[src/rtl/seq_shift_gen.sv]
// Self-correcting shift-register sequence generator: ring, Johnson or maximal-length
// LFSR selected at run time, with parallel load and one-edge illegal-state recovery.
module seq_shift_gen #(
  parameter int unsigned WIDTH = 4
) (
  input  logic             CLK,
  input  logic             RST,
  input  logic             EN,
  input  logic [1:0]       MODE,
  input  logic             DIR,
  input  logic             LOAD,
  input  logic [WIDTH-1:0] D,
  output logic [WIDTH-1:0] Q,
  output logic             WRAP,
  output logic             ERR
);

  if (WIDTH < 3 || WIDTH > 8) begin : g_width_check
    $error("seq_shift_gen: WIDTH must be in 3..8");
  end

  typedef enum logic [1:0] {
    M_RING = 2'b00,
    M_JOHN = 2'b01,
    M_LFSR = 2'b10,
    M_HOLD = 2'b11
  } mode_e;

  localparam logic [WIDTH-1:0] SEED = {{(WIDTH-1){1'b0}}, 1'b1};

  // Feedback taps of a maximal-length polynomial for each supported width
  localparam logic [7:0] TAPS8 =
    (WIDTH == 3) ? 8'h06 :
    (WIDTH == 4) ? 8'h0C :
    (WIDTH == 5) ? 8'h14 :
    (WIDTH == 6) ? 8'h30 :
    (WIDTH == 7) ? 8'h60 : 8'hB8;
  localparam logic [WIDTH-1:0] TAP_MASK = TAPS8[WIDTH-1:0];

  mode_e            mode;
  logic [WIDTH-1:0] q_q, q_d;
  logic             wrap_q, wrap_d;
  logic             err_q, err_d;
  logic [3:0]       n_ones;
  logic [3:0]       n_edges;
  logic             legal;
  logic             fb;
  logic [WIDTH-1:0] step_q;

  assign mode = mode_e'(MODE);

  always_comb begin
    n_ones  = '0;
    n_edges = '0;
    for (int unsigned i = 0; i < WIDTH; i++) begin
      n_ones = n_ones + 4'(q_q[i]);
    end
    for (int unsigned i = 0; i + 1 < WIDTH; i++) begin
      n_edges = n_edges + 4'(q_q[i] ^ q_q[i+1]);
    end
  end

  always_comb begin
    legal = 1'b1;
    case (mode)
      M_RING:  legal = (n_ones == 4'd1);
      M_JOHN:  legal = (n_edges <= 4'd1);
      M_LFSR:  legal = (q_q != '0);
      default: legal = 1'b1;
    endcase
  end

  always_comb begin
    fb = 1'b0;
    case (mode)
      M_RING:  fb = DIR ? q_q[0] : q_q[WIDTH-1];
      M_JOHN:  fb = DIR ? ~q_q[0] : ~q_q[WIDTH-1];
      M_LFSR:  fb = ^(q_q & TAP_MASK);
      default: fb = 1'b0;
    endcase
    if (DIR && mode != M_LFSR) begin
      step_q = {fb, q_q[WIDTH-1:1]};
    end else begin
      step_q = {q_q[WIDTH-2:0], fb};
    end
  end

  // Load beats correction, so an illegal load is visible for one cycle before repair
  always_comb begin
    q_d    = q_q;
    wrap_d = 1'b0;
    err_d  = 1'b0;
    if (LOAD) begin
      q_d = D;
    end else if (!legal) begin
      q_d   = SEED;
      err_d = 1'b1;
    end else if (EN && mode != M_HOLD) begin
      q_d    = step_q;
      wrap_d = (step_q == SEED);
    end
  end

  always_ff @(posedge CLK) begin
    if (RST) begin
      q_q    <= SEED;
      wrap_q <= 1'b0;
      err_q  <= 1'b0;
    end else begin
      q_q    <= q_d;
      wrap_q <= wrap_d;
      err_q  <= err_d;
    end
  end

  assign Q    = q_q;
  assign WRAP = wrap_q;
  assign ERR  = err_q;

endmodule
[config.mk]
export PLATFORM = sky130hd
export DESIGN_NAME = seq_shift_gen
export DESIGN_NICKNAME = d
export VERILOG_FILES = /design/src/rtl/seq_shift_gen.sv
export SDC_FILE = /design/constraint.sdc
export NUM_CORES = 1
export LEC_CHECK = 0
export ABC_CLOCK_PERIOD_IN_PS = 3500
export CAP_MARGIN = 20
export CORE_AREA = 2 2 39 41
export CTS_CLUSTER_DIAMETER = 50
export DETAILED_ROUTE_END_ITERATION = 6
export DIE_AREA = 0 0 41 43
export MAX_ROUTING_LAYER = met4
export PLACE_DENSITY = 0.74
export SYNTH_ARGS = -nofsm -noshare
export SYNTH_HDL_FRONTEND = slang
export SYNTH_SLANG_ARGS = --single-unit
[constraint.sdc]
create_clock -name CLK -period 3.5 [get_ports CLK]
set_clock_uncertainty 0.1 [all_clocks]
set_input_delay 0.7 -clock CLK [delete_from_list [all_inputs] [get_ports CLK]]
set_output_delay 0.7 -clock CLK [all_outputs]
set_load 0.05 [all_outputs]
==> flow_summary.html, run 1 <==
<table>
<tr><th>Metric</th><th>Value</th></tr>
<tr><th colspan="2">Run status</th></tr>
<tr><td>Result of the run</td><td>complete, no violations</td></tr>
<tr><th colspan="2">Floorplanning</th></tr>
<tr><td>Initial standard-cell utilization of the core</td><td>41.5%</td></tr>
<tr><td>Core box area</td><td>1380 um2</td></tr>
<tr><td>Die X-Extent</td><td>41 um</td></tr>
<tr><td>Die Ht</td><td>43 um</td></tr>
<tr><td>Area enclosed by the die boundary</td><td>approximately 1800 um2</td></tr>
<tr><td>Row count</td><td>14</td></tr>
<tr><td>IO Pins</td><td>17</td></tr>
<tr><th colspan="2">Logic synthesis</th></tr>
<tr><td>Most frequently used flop master after synthesis</td><td>dfxtp_1</td></tr>
<tr><td>Avg Inst Size Synth</td><td>8.97 um2</td></tr>
<tr><td>Register bit total from synthesis</td><td>6</td></tr>
<tr><td>Post-Syn Area</td><td>around 570 um2</td></tr>
<tr><td>Fraction of registers with async set/reset</td><td>0%</td></tr>
<tr><td>Net Count, Synth</td><td>81</td></tr>
<tr><td>Number of different library cells in the post-synthesis netlist</td><td>37</td></tr>
<tr><td>Number of synthesized flops with an enable pin</td><td>0</td></tr>
<tr><td>Yosys synthesis warning count</td><td>0</td></tr>
<tr><td>Sequential-to-total area share from yosys stat</td><td>between 20% and 30%</td></tr>
<tr><td>Post-Syn Instances</td><td>64</td></tr>
<tr><th colspan="2">STA</th></tr>
<tr><td>Slew at the pin closest to its max-slew limit</td><td>490 ps</td></tr>
<tr><td>Final number of hold-violating endpoints</td><td>0</td></tr>
<tr><td>Max-Slew Margin vs Limit</td><td>67.2%</td></tr>
<tr><td>Max Slew Vio Count</td><td>0</td></tr>
<tr><td>Final count of negative-setup-slack endpoints</td><td>0</td></tr>
<tr><td>Total negative setup slack</td><td>0 ps</td></tr>
<tr><td>Maximum achievable frequency</td><td>0.369 GHz</td></tr>
<tr><td>Worst Hold Slack</td><td>482 ps</td></tr>
<tr><td>Final period utilization</td><td>77.5%</td></tr>
<tr><td>Unrepaired setup endpoints after global routing</td><td>no</td></tr>
<tr><td>Shortest clock period the worst path allows after layout</td><td>roughly 2700 ps</td></tr>
<tr><th colspan="2">Drt</th></tr>
<tr><td>Drt via density</td><td>about 5.5</td></tr>
<tr><td>Routed wire length</td><td>1.21 mm</td></tr>
<tr><td>Routed vias</td><td>540</td></tr>
<tr><td>Average detailed-routed wire length per instance</td><td>12.4 um</td></tr>
<tr><td>DRC Markers</td><td>0</td></tr>
<tr><td>Drt first-iter violations</td><td>15</td></tr>
<tr><td>Remaining antenna violation count after routing</td><td>0</td></tr>
<tr><td>Iteration count of the initial detailed-routing pass</td><td>4</td></tr>
<tr><th colspan="2">Critical path</th></tr>
<tr><td>Required time at the worst-slack endpoint</td><td>3560 ps</td></tr>
<tr><td>R2r setup slk</td><td>~800 ps</td></tr>
<tr><td>Kind of start point of the critical path</td><td>flop</td></tr>
<tr><td>Maximum fanout along the worst path</td><td>7</td></tr>
<tr><td>Worst Setup End Kind</td><td>flop</td></tr>
<tr><td>Endpoint arrival time on the critical path</td><td>between 2000 and 3000 ps</td></tr>
<tr><td>Worst setup path category</td><td>reg -&gt; reg</td></tr>
<tr><th colspan="2">Clocking</th></tr>
<tr><td>Resized cells post-CTS</td><td>0</td></tr>
<tr><td>Post-CTS setup-driven buffer insertion count</td><td>0</td></tr>
<tr><td>CTS tree</td><td>built</td></tr>
<tr><td>Number of buffers inserted by hold repair at cts</td><td>0</td></tr>
<tr><td>CTS H-tree lvls</td><td>1</td></tr>
<tr><td>Number of buffers created by CTS</td><td>3</td></tr>
<tr><td>Clock latency of the later-clocked register in the worst-skew pair</td><td>250 ps</td></tr>
<tr><td>CTS Sinks</td><td>6</td></tr>
<tr><td>Root Driver</td><td>clkbuf_4</td></tr>
<tr><td>Register clock-pin slew on the reported worst setup and hold paths</td><td>40 ps</td></tr>
<tr><td>Clk buf depth</td><td>2</td></tr>
<tr><th colspan="2">Cells and area</th></tr>
<tr><td>Post-Layout Cell Count</td><td>98</td></tr>
<tr><td>Final nets</td><td>101</td></tr>
<tr><td>Area growth from synthesis to final layout</td><td>33.3%</td></tr>
<tr><td>Share of post-route cells with drive strength above 1</td><td>13.4%</td></tr>
<tr><td># diodes</td><td>0</td></tr>
<tr><th colspan="2">Pwr</th></tr>
<tr><td>Power density normalized to cell area</td><td>433 nW/um2</td></tr>
<tr><td>Static Leak</td><td>0.307 nW</td></tr>
<tr><td>Peak supply drop</td><td>0.212 mV</td></tr>
<tr><th colspan="2">Place</th></tr>
<tr><td>Buffers added on ports</td><td>16</td></tr>
<tr><td>Cell count after placement</td><td>95</td></tr>
<tr><td>Placer congestion estimate</td><td>between 0.8 and 0.9</td></tr>
<tr><td>Final HPWL DP</td><td>984 um</td></tr>
<tr><th colspan="2">GRT</th></tr>
<tr><td>Grt total ovfl</td><td>0</td></tr>
<tr><td>Total GRT Usage</td><td>17.2%</td></tr>
<tr><td>Wire length of the first global-routing pass</td><td>slightly below 2 mm</td></tr>
<tr><td>Vias in the first global route</td><td>about 450</td></tr>
<tr><td>Initial antenna violation count</td><td>0</td></tr>
<tr><td>Maximum number of pins on one net before global-route repair</td><td>9</td></tr>
<tr><th colspan="2">Hold path</th></tr>
<tr><td>Type of the worst min-delay path</td><td>reg -&gt; reg</td></tr>
<tr><th colspan="2">Run</th></tr>
<tr><td>Max-cap check violation count</td><td>0</td></tr>
</table>
[cells in the mapped netlist (2+ instances only)]
cell type	count	area, um2
a22oi_1	2	15.0
nor2_1	4	15.0
ha_1	5	62.6
nand2_1	6	22.5
nor2b_1	2	12.5
and2_1	2	12.5
dfxtp_1	6	120
a22o_1	2	17.5
inv_1	7	26.3
[metal layers]
layer	up-vias	global-route usage [%]	part of all wire, %	wire (um)
met5	-	-	0	0
met4	0	6.00	0.99	12
met3	3	9.42	6.2	75
met2	13	25.6	47	575
met1	253	18.7	45	551
li1	271	-	-	-
[final cells by class]
class | instances | area, um2
clock buffers | 3 | 22.5
fillers | 132 | 618
inverters | 8 | 30.0
flip-flops and latches | 6 | 120
repair buffers | 16 | 160
multi-input cells | 49 | 413
well taps | 16 | 20.0
[registers in the layout (all words and copies together), names as in the netlist]
| register | flops |
|---|---|
| WRAP | 1 |
| Q | 4 |
| ERR | 1 |
[layout by cell type, fill, tap and decap left out, drive strengths merged, types with 2 or more instances in the layout]
master / count
a22oi: 2
clkbuf: 3
ha: 5
dfxtp: 6
clkdlybuf4s50: 16
a22o: 2
inv: 7
nor2b: 2
o211ai: 2
and2: 2
a221oi: 2
nor2: 4
nand2: 7
o21ai: 3
[power breakdown]
part	total (mW)	internal [mW]	switching, mW
Clock	0.0636	0.0388	0.0249
Sequential	0.0866	0.0766	0.0100
Combinational	0.181	0.0819	0.0994
Total	0.332	0.197	0.134
[path summary, 6_finish.rpt]
kind	startpoint	end	cells after the start
max	Q[0]$_SDFFE_PP1P_	Q[1]$_SDFFE_PP0P_	10
min	Q[3]$_SDFFE_PP0P_	Q[3]$_SDFFE_PP0P_	2
max reg2reg	Q[0]$_SDFFE_PP1P_	Q[1]$_SDFFE_PP0P_	10
min reg2reg	Q[3]$_SDFFE_PP0P_	Q[3]$_SDFFE_PP0P_	2
[stage by stage]
step	utilization (%)	setup WS (ps)	power (mW)	cell area (um2)
4_1_cts	55.3	760	0.336	766
3_3_place_gp	53.7	828	0.267	743
2_1_floorplan	-	557	0.221	574
6_report	55.3	786	0.332	766
5_1_grt	55.3	625	0.358	766
3_5_place_dp	53.7	768	0.270	743
[kinds of logic (layout without fill, tap and decap cells)]
group	Yosys count	in the layout	share of synthesized area [%]
buf+inv	9	27	7.19
simple gates	22	22	24.6
mux	1	1	1.74
fa+ha+maj	6	6	14.4
flops	6	6	20.9
xor+xnor	2	2	3.05
compound gates	18	18	28.1
[critical path, cell delays in order (launching register included)]
cell and delay (ps):
dfxtp_1 410, inv_1 110, fa_1 530, inv_1 40
ha_1 170, ha_1 300, nor4b_4 300, o211ai_2 140
nand2_2 170, a22oi_1 100, a311oi_1 240
Note: power is estimated with default switching activity, not from simulation.
==> run 2: changes to the inputs <==
Settings changed: ABC_CLOCK_PERIOD_IN_PS 3500 to 2520.
Clock period 3.5 ns to 2.52 ns, I/O delays scaled along.
==> run 2 against run 1 <==
  * Power increased by 58%
  * Via count grew 4.6%
  * Cell count increased by 9.2%
  * Critical endpoint is now Q[2]$_SDFFE_PP0P_
==> flow_summary.html, run 2 (synthesized netlist as in run 1, its figures left out) <==
<table>
<tr><th>Metric</th><th>Value</th></tr>
<tr><th colspan="2">Floorplanning</th></tr>
<tr><td>Die X-Extent</td><td>41 um (unchanged)</td></tr>
<tr><td>Core box area</td><td>1380 um2 (unchanged)</td></tr>
<tr><td>Die Ht</td><td>43 um (unchanged)</td></tr>
<tr><td>Initial standard-cell utilization of the core</td><td>41.5% (unchanged)</td></tr>
<tr><td>IO Pins</td><td>17 (unchanged)</td></tr>
<tr><td>Row count</td><td>14 (unchanged)</td></tr>
<tr><td>Area enclosed by the die boundary</td><td>1760 um2 (unchanged)</td></tr>
<tr><th colspan="2">Critical path</th></tr>
<tr><td>Kind of start point of the critical path</td><td>flop</td></tr>
<tr><td>Worst setup path category</td><td>reg -&gt; reg</td></tr>
<tr><td>Required time at the worst-slack endpoint</td><td>2570 ps (-990 ps)</td></tr>
<tr><td>Maximum fanout along the worst path</td><td>4 (-3)</td></tr>
<tr><td>Endpoint arrival time on the critical path</td><td>2470 ps (-300 ps)</td></tr>
<tr><td>Worst Setup End Kind</td><td>flop</td></tr>
<tr><th colspan="2">GRT</th></tr>
<tr><td>Wire length of the first global-routing pass</td><td>2.35 mm (+21%)</td></tr>
<tr><td>Grt total ovfl</td><td>0 (unchanged)</td></tr>
<tr><td>Total GRT Usage</td><td>20.0% (+2.8 points)</td></tr>
<tr><td>Maximum number of pins on one net before global-route repair</td><td>9 (unchanged)</td></tr>
<tr><td>Vias in the first global route</td><td>574 (+28%)</td></tr>
<tr><td>Initial antenna violation count</td><td>0 (unchanged)</td></tr>
<tr><th colspan="2">Clocking</th></tr>
<tr><td>CTS Sinks</td><td>6 (unchanged)</td></tr>
<tr><td>CTS H-tree lvls</td><td>1 (unchanged)</td></tr>
<tr><td>Number of buffers created by CTS</td><td>3 (unchanged)</td></tr>
<tr><td>Clock latency of the later-clocked register in the worst-skew pair</td><td>250 ps (about the same)</td></tr>
<tr><td>Root Driver</td><td>clkbuf_4</td></tr>
<tr><td>Clk buf depth</td><td>2 (unchanged)</td></tr>
<tr><td>CTS tree</td><td>built</td></tr>
<tr><td>Register clock-pin slew on the reported worst setup and hold paths</td><td>70 ps (+30 ps)</td></tr>
<tr><td>Number of buffers inserted by hold repair at cts</td><td>0 (unchanged)</td></tr>
<tr><th colspan="2">Cells and area</th></tr>
<tr><td>Post-Layout Cell Count</td><td>107 (+9.2%)</td></tr>
<tr><td>Area growth from synthesis to final layout</td><td>50.5%</td></tr>
<tr><td># diodes</td><td>0 (unchanged)</td></tr>
<tr><td>Area of all placed cells without fillers</td><td>865 um2 (+13%)</td></tr>
<tr><td>Leading cell types in the layout, fill and taps excluded</td><td>clkdlybuf4s50_1, buf_4, nand2_1, inv_1, nor2_1</td></tr>
<tr><td>Number of flip-flops in the largest register</td><td>4 (unchanged)</td></tr>
<tr><td>Final nets</td><td>109 (+7.9%)</td></tr>
<tr><td>Share of post-route cells with drive strength above 1</td><td>29.7% (+16 points)</td></tr>
<tr><td>Most common cell after layout, fill and taps aside</td><td>clkdlybuf4s50_1</td></tr>
<tr><td>Post-layout util</td><td>62.5% (+7.1 points)</td></tr>
<tr><th colspan="2">Drt</th></tr>
<tr><td>Remaining antenna violation count after routing</td><td>0 (unchanged)</td></tr>
<tr><td>Routed wire length</td><td>1.43 mm (+17%)</td></tr>
<tr><td>DRC Markers</td><td>0 (unchanged)</td></tr>
<tr><td>Average detailed-routed wire length per instance</td><td>13.3 um (+7.6%)</td></tr>
<tr><td>Routed vias</td><td>565 (+4.6%)</td></tr>
<tr><td>Iteration count of the initial detailed-routing pass</td><td>4 (unchanged)</td></tr>
<tr><td>Drt first-iter violations</td><td>15 (unchanged)</td></tr>
<tr><td>Drt via density</td><td>5.28 (-4.2%)</td></tr>
<tr><th colspan="2">Pwr</th></tr>
<tr><td>Static Leak</td><td>0.344 nW (+12%)</td></tr>
<tr><td>Peak supply drop</td><td>0.386 mV (+82%)</td></tr>
<tr><td>Power density normalized to cell area</td><td>607 nW/um2 (+40%)</td></tr>
<tr><th colspan="2">STA</th></tr>
<tr><td>Final number of hold-violating endpoints</td><td>0 (unchanged)</td></tr>
<tr><td>Max-Slew Margin vs Limit</td><td>66.6% (-0.58 points)</td></tr>
<tr><td>Shortest clock period the worst path allows after layout</td><td>2420 ps (-293 ps)</td></tr>
<tr><td>Maximum achievable frequency</td><td>0.413 GHz (+12%)</td></tr>
<tr><td>Final count of negative-setup-slack endpoints</td><td>0 (unchanged)</td></tr>
<tr><td>Worst Hold Slack</td><td>552 ps (+70.0 ps)</td></tr>
<tr><td>Slew at the pin closest to its max-slew limit</td><td>499 ps (+8.72 ps)</td></tr>
<tr><td>Unrepaired setup endpoints after global routing</td><td>yes</td></tr>
<tr><td>Crit path setup slack, layout</td><td>99.7 ps (-687 ps)</td></tr>
<tr><td>Max Slew Vio Count</td><td>0 (unchanged)</td></tr>
<tr><td>Final period utilization</td><td>96.0% (+19 points)</td></tr>
<tr><th colspan="2">Run</th></tr>
<tr><td>Max-cap check violation count</td><td>0 (unchanged)</td></tr>
<tr><th colspan="2">Hold path</th></tr>
<tr><td>Type of the worst min-delay path</td><td>reg -&gt; reg</td></tr>
<tr><th colspan="2">Place</th></tr>
<tr><td>Placer congestion estimate</td><td>0.818 (+0.84%)</td></tr>
<tr><td>Final HPWL DP</td><td>1.18 mm (+20%)</td></tr>
<tr><td>Cell count after placement</td><td>102 (+7.4%)</td></tr>
<tr><td>Buffers added on ports</td><td>16 (unchanged)</td></tr>
<tr><td>Post-Place Cell Area</td><td>822 um2 (+11%)</td></tr>
<tr><td>Post-placement setup slack</td><td>25.7 ps (-742 ps)</td></tr>
<tr><th colspan="2">Run status</th></tr>
<tr><td>Result of the run</td><td>complete, no violations</td></tr>
</table>
-- run 2: cell count changes in the layout (fill, tap and decap cells not counted), moves of 2 or more --
cell	delta
buf_4	+8
dfxtp_1	-3
dfxtp_4	+3
ha_1	-2
inv_1	-2
-- run 2: stage by stage --
step	setup TNS, ps	total power [mW]
finish	0	0.525
global route	-93.0	0.563
CTS	0	0.520
detailed placement	0	0.413
global placement	0	0.410
floorplan	-31.1	0.320
-- run 2: final timing paths --
| kind | depth (start not counted) | slack, ps | start | end |
|---|---|---|---|---|
| max | 9 | 100 | Q[1]$_SDFFE_PP0P_ | Q[2]$_SDFFE_PP0P_ |
| min reg2reg | 3 | 550 | Q[0]$_SDFFE_PP1P_ | Q[0]$_SDFFE_PP1P_ |
| min | 3 | 550 | Q[0]$_SDFFE_PP1P_ | Q[0]$_SDFFE_PP1P_ |
| max reg2reg | 9 | 100 | Q[1]$_SDFFE_PP0P_ | Q[2]$_SDFFE_PP0P_ |
-- run 2: repair_timing --
item                       4_1_cts  5_1_grt
setup endpoints to repair        1        3
resized for setup                0        2
pin swaps                        1        5
buffers inserted                 0        1
-- run 2: worst max-delay path: stages (launching register included) --
cell	delay, ps
dfxtp_4	380
inv_4	40
fa_1	500
inv_1	50
ha_2	170
ha_4	220
nor4b_4	240
o211ai_2	150
a22o_1	240
a221oi_2	230
-- run 2: cell type report --
class	instances	area, um2
fill	131	519
inverter	8	32.5
clock buffer	4	26.3
multi-input combinational	49	434
sequential	6	131
tap	16	20.0
timing repair buffer	24	220
-- run 2: power by group --
part | leakage [nW] | internal (mW) | switching, mW
Clock | 0.0150 | 0.0605 | 0.0436
Sequential | 0.0507 | 0.108 | 0.00881
Combinational | 0.279 | 0.145 | 0.159
-- run 2: routing by layer --
layer / vias to the layer above / global-route usage, % / wire length (um)
li1: 290 / - / -
met2: 16 / 32.2 / 719
met1: 257 / 23.8 / 634
met5: - / - / 0
met3: 2 / 3.14 / 49
met4: 0 / 7.33 / 22
==> run 3: changes to the inputs <==
Settings changed: CORE_AREA 2 2 39 41 to 4 4 41 43, CTS_CLUSTER_SIZE set to 30, DIE_AREA 0 0 41 43 to 0 0 45 47.
==> run 3 against run 2 <==
  * Via count increased by 4.2%
  * Flip-flop and latch count unchanged
  * Global-route usage decreased by 2.9 points
  * Design area decreased by 0.29%
  * Clock power about the same
  * Combinational power increased by 3%
  * First-iteration DRC count decreased by 6.7%
  * Sequential share of layout area about the same
  * Hold slack improved by 1.1 ps
  * Register-to-register slack about the same
  * Clock-buffer cell count unchanged
  * Largest power group unchanged
  * Highest routed layer unchanged
==> flow_summary.html, run 3 (synthesized netlist as in run 1, its figures left out) <==
<table>
<tr><th>Metric</th><th>Value</th></tr>
<tr><th colspan="2">Floorplanning</th></tr>
<tr><td>IO Pins</td><td>17 (unchanged)</td></tr>
<tr><td>Initial standard-cell utilization of the core</td><td>44.1% (+2.6 points)</td></tr>
<tr><td>Die Ht</td><td>47 um (+9.3%)</td></tr>
<tr><td>Row count</td><td>13 (-1)</td></tr>
<tr><td>Die X-Extent</td><td>45 um (+9.8%)</td></tr>
<tr><td>Core box area</td><td>1300 um2 (-6.0%)</td></tr>
<tr><td>Area enclosed by the die boundary</td><td>2120 um2 (+20%)</td></tr>
<tr><th colspan="2">Clocking</th></tr>
<tr><td>CTS Sinks</td><td>6 (unchanged)</td></tr>
<tr><td>Resized cells post-CTS</td><td>0 (unchanged)</td></tr>
<tr><td>Number of buffers inserted by hold repair at cts</td><td>0 (unchanged)</td></tr>
<tr><td>CTS H-tree lvls</td><td>1 (unchanged)</td></tr>
<tr><td>Clock latency of the later-clocked register in the worst-skew pair</td><td>260 ps (about the same)</td></tr>
<tr><td>CTS tree</td><td>built</td></tr>
<tr><td>Register clock-pin slew on the reported worst setup and hold paths</td><td>50 ps (-20 ps)</td></tr>
<tr><td>Root Driver</td><td>clkbuf_4</td></tr>
<tr><td>Clk buf depth</td><td>2 (unchanged)</td></tr>
<tr><td>Number of buffers created by CTS</td><td>3 (unchanged)</td></tr>
<tr><th colspan="2">GRT</th></tr>
<tr><td>Maximum number of pins on one net before global-route repair</td><td>9 (unchanged)</td></tr>
<tr><td>Initial antenna violation count</td><td>0 (unchanged)</td></tr>
<tr><td>Vias in the first global route</td><td>574 (unchanged)</td></tr>
<tr><td>Grt total ovfl</td><td>0 (unchanged)</td></tr>
<tr><td>Wire length of the first global-routing pass</td><td>2.46 mm (+4.4%)</td></tr>
<tr><td>Total GRT Usage</td><td>17.1% (-2.9 points)</td></tr>
<tr><th colspan="2">Critical path</th></tr>
<tr><td>Cells along the critical path</td><td>inv_2, fa_1, inv_1, ha_2, ha_4, nor4b_4, o211ai_2, nand2_2, buf_4, a31oi_1, o21ai_2</td></tr>
<tr><td>Cell at the slowest stage of the critical path</td><td>fa_1</td></tr>
<tr><td>Worst r2r src</td><td>Q[0]$_SDFFE_PP1P_</td></tr>
<tr><td>Cell class contributing the biggest share of worst-path delay</td><td>adder cells</td></tr>
<tr><td>Worst path max stage delay</td><td>520 ps (+20 ps)</td></tr>
<tr><td>Kind of start point of the critical path</td><td>flop</td></tr>
<tr><td>Maximum fanout along the worst path</td><td>5 (+1)</td></tr>
<tr><td>Endpoint arrival time on the critical path</td><td>2460 ps (about the same)</td></tr>
<tr><td>Crit path buffers/inverters</td><td>3 (+1)</td></tr>
<tr><td>Critical path launch point</td><td>Q[0]$_SDFFE_PP1P_</td></tr>
<tr><td>Required time at the worst-slack endpoint</td><td>2560 ps (about the same)</td></tr>
<tr><td>Worst setup path category</td><td>reg -&gt; reg</td></tr>
<tr><td>Worst Setup End Kind</td><td>flop</td></tr>
<tr><th colspan="2">STA</th></tr>
<tr><td>Shortest clock period the worst path allows after layout</td><td>2420 ps (-4.57 ps)</td></tr>
<tr><td>Max Slew Vio Count</td><td>0 (unchanged)</td></tr>
<tr><td>Final number of hold-violating endpoints</td><td>0 (unchanged)</td></tr>
<tr><td>Final period utilization</td><td>95.9% (-0.18 points)</td></tr>
<tr><td>Slew at the pin closest to its max-slew limit</td><td>495 ps (-4.34 ps)</td></tr>
<tr><td>Total negative setup slack</td><td>0 ps (unchanged)</td></tr>
<tr><td>Max-Slew Margin vs Limit</td><td>66.9% (+0.29 points)</td></tr>
<tr><td>Maximum achievable frequency</td><td>0.414 GHz (+0.19%)</td></tr>
<tr><td>Unrepaired setup endpoints after global routing</td><td>yes</td></tr>
<tr><td>Final count of negative-setup-slack endpoints</td><td>0 (unchanged)</td></tr>
<tr><th colspan="2">Pwr</th></tr>
<tr><td>Relative contribution of combinational cells to total power</td><td>58.8% (+0.9 points)</td></tr>
<tr><td>Sw Share</td><td>40.2% (-0.11 points)</td></tr>
<tr><td>Clk network pwr share</td><td>19.7% (about the same)</td></tr>
<tr><td>Sequential Power Share</td><td>21.4% (-0.9 points)</td></tr>
<tr><td>P_sw</td><td>0.213 mW (+1.0%)</td></tr>
<tr><td>Cell Int Power</td><td>0.318 mW (+1.5%)</td></tr>
<tr><td>Peak supply drop</td><td>0.314 mV (-19%)</td></tr>
<tr><td>Power density normalized to cell area</td><td>616 nW/um2 (+1.6%)</td></tr>
<tr><td>Static Leak</td><td>0.348 nW (+1.1%)</td></tr>
<tr><th colspan="2">Cells and area</th></tr>
<tr><td># diodes</td><td>0 (unchanged)</td></tr>
<tr><td>Share of post-route cells with drive strength above 1</td><td>29.3% (-0.32 points)</td></tr>
<tr><td>Most common cell after layout, fill and taps aside</td><td>clkdlybuf4s50_1</td></tr>
<tr><td>Number of flip-flops in the largest register</td><td>4 (unchanged)</td></tr>
<tr><td>Area growth from synthesis to final layout</td><td>50.1%</td></tr>
<tr><td>Leading cell types in the layout, fill and taps excluded</td><td>clkdlybuf4s50_1, buf_4, nand2_1, inv_1, nor2_1</td></tr>
<tr><td>Final nets</td><td>110 (+0.92%)</td></tr>
<tr><td>Post-layout util</td><td>66.3% (+3.8 points)</td></tr>
<tr><td>Post-Layout Cell Count</td><td>107 (unchanged)</td></tr>
<tr><th colspan="2">Place</th></tr>
<tr><td>Cell count after placement</td><td>101 (-0.98%)</td></tr>
<tr><td>Buffers added on ports</td><td>16 (unchanged)</td></tr>
<tr><td>Placer congestion estimate</td><td>0.819 (+0.15%)</td></tr>
<tr><td>Final HPWL DP</td><td>1.19 mm (+0.34%)</td></tr>
<tr><th colspan="2">Drt</th></tr>
<tr><td>Average detailed-routed wire length per instance</td><td>14.0 um (+4.8%)</td></tr>
<tr><td>Iteration count of the initial detailed-routing pass</td><td>4 (unchanged)</td></tr>
<tr><td>Routed vias</td><td>589 (+4.2%)</td></tr>
<tr><td>Drt via density</td><td>5.50 (+4.2%)</td></tr>
<tr><td>DRC Markers</td><td>0 (unchanged)</td></tr>
<tr><td>Drt first-iter violations</td><td>14 (-1)</td></tr>
<tr><td>Remaining antenna violation count after routing</td><td>0 (unchanged)</td></tr>
<tr><td>Routed wire length</td><td>1.49 mm (+4.8%)</td></tr>
<tr><th colspan="2">Hold path</th></tr>
<tr><td>Start point of the worst hold path</td><td>Q[0]$_SDFFE_PP1P_</td></tr>
<tr><td>Type of the worst min-delay path</td><td>reg -&gt; reg</td></tr>
<tr><th colspan="2">Run</th></tr>
<tr><td>Max-cap check violation count</td><td>0 (unchanged)</td></tr>
<tr><th colspan="2">Run status</th></tr>
<tr><td>Result of the run</td><td>complete, no violations</td></tr>
</table>
-- run 3: cell types whose count changed in the layout (fill, tap and decap cells not counted) --
cell / delta
a221oi_1: +1
a221oi_2: -1
buf_4: +1
inv_2: +1
inv_4: -1
-- run 3: what timing repair did --
action | in CTS | in global routing
buffers inserted | 0 | 2
endpoints found under the hold margin | 0 | 0
setup endpoints to repair | 0 | 3
-- run 3: worst reg2reg max path, stage by stage, from the launching register on --
cell      delay, ps
dfxtp_4         340
inv_2            40
fa_1            520
inv_1            40
ha_2            170
ha_4            270
nor4b_4          40
o211ai_2        200
nand2_2         130
buf_4           160
a31oi_1         200
o21ai_2          80
-- run 3: stage by stage --
stage / instance area, um2 / setup WS, ps / total power, mW / hold WS, ps
floorplan: 601 / -24.0 / 0.320 / 466
CTS: 847 / 27.3 / 0.526 / 555
finish: 862 / 104 / 0.531 / 553
global placement: 821 / 75.1 / 0.411 / 540
global route: 862 / -88.4 / 0.578 / 579
detailed placement: 821 / 41.6 / 0.417 / 542
-- run 3: worst paths after layout --
path,to,slack [ps],cells past startpoint
worst min register to register,Q[0]$_SDFFE_PP1P_,550,3
worst max register to register,Q[0]$_SDFFE_PP1P_,100,11
worst max-delay path,Q[0]$_SDFFE_PP1P_,100,11
worst min-delay path,Q[0]$_SDFFE_PP1P_,550,3
-- run 3: power groups by stage --
stage	combinational [mW]	sequential, mW	clock, mW
global placement	0.295	0.115	0
floorplan	0.159	0.160	0
CTS	0.304	0.114	0.108
global route	0.348	0.115	0.116
detailed placement	0.300	0.116	0
finish	0.313	0.114	0.105
-- run 3: final cells by class --
class	count	area, um2
Tap cell	15	18.8
Timing Repair Buffer	25	228
Fill cell	123	439
Sequential cell	6	131
Inverter	8	30.0
Clock buffer	4	26.3
Multi-Input combinational cell	49	428
-- run 3: per-layer routing --
metal  global-route usage [%]  up-vias  routed length, um
met3                     2.30        4                 86
met5                        -        -                  0
met4                     11.7        0                 29
li1                         -      291                  -
met2                     26.3       21                731
met1                     20.6      273                646
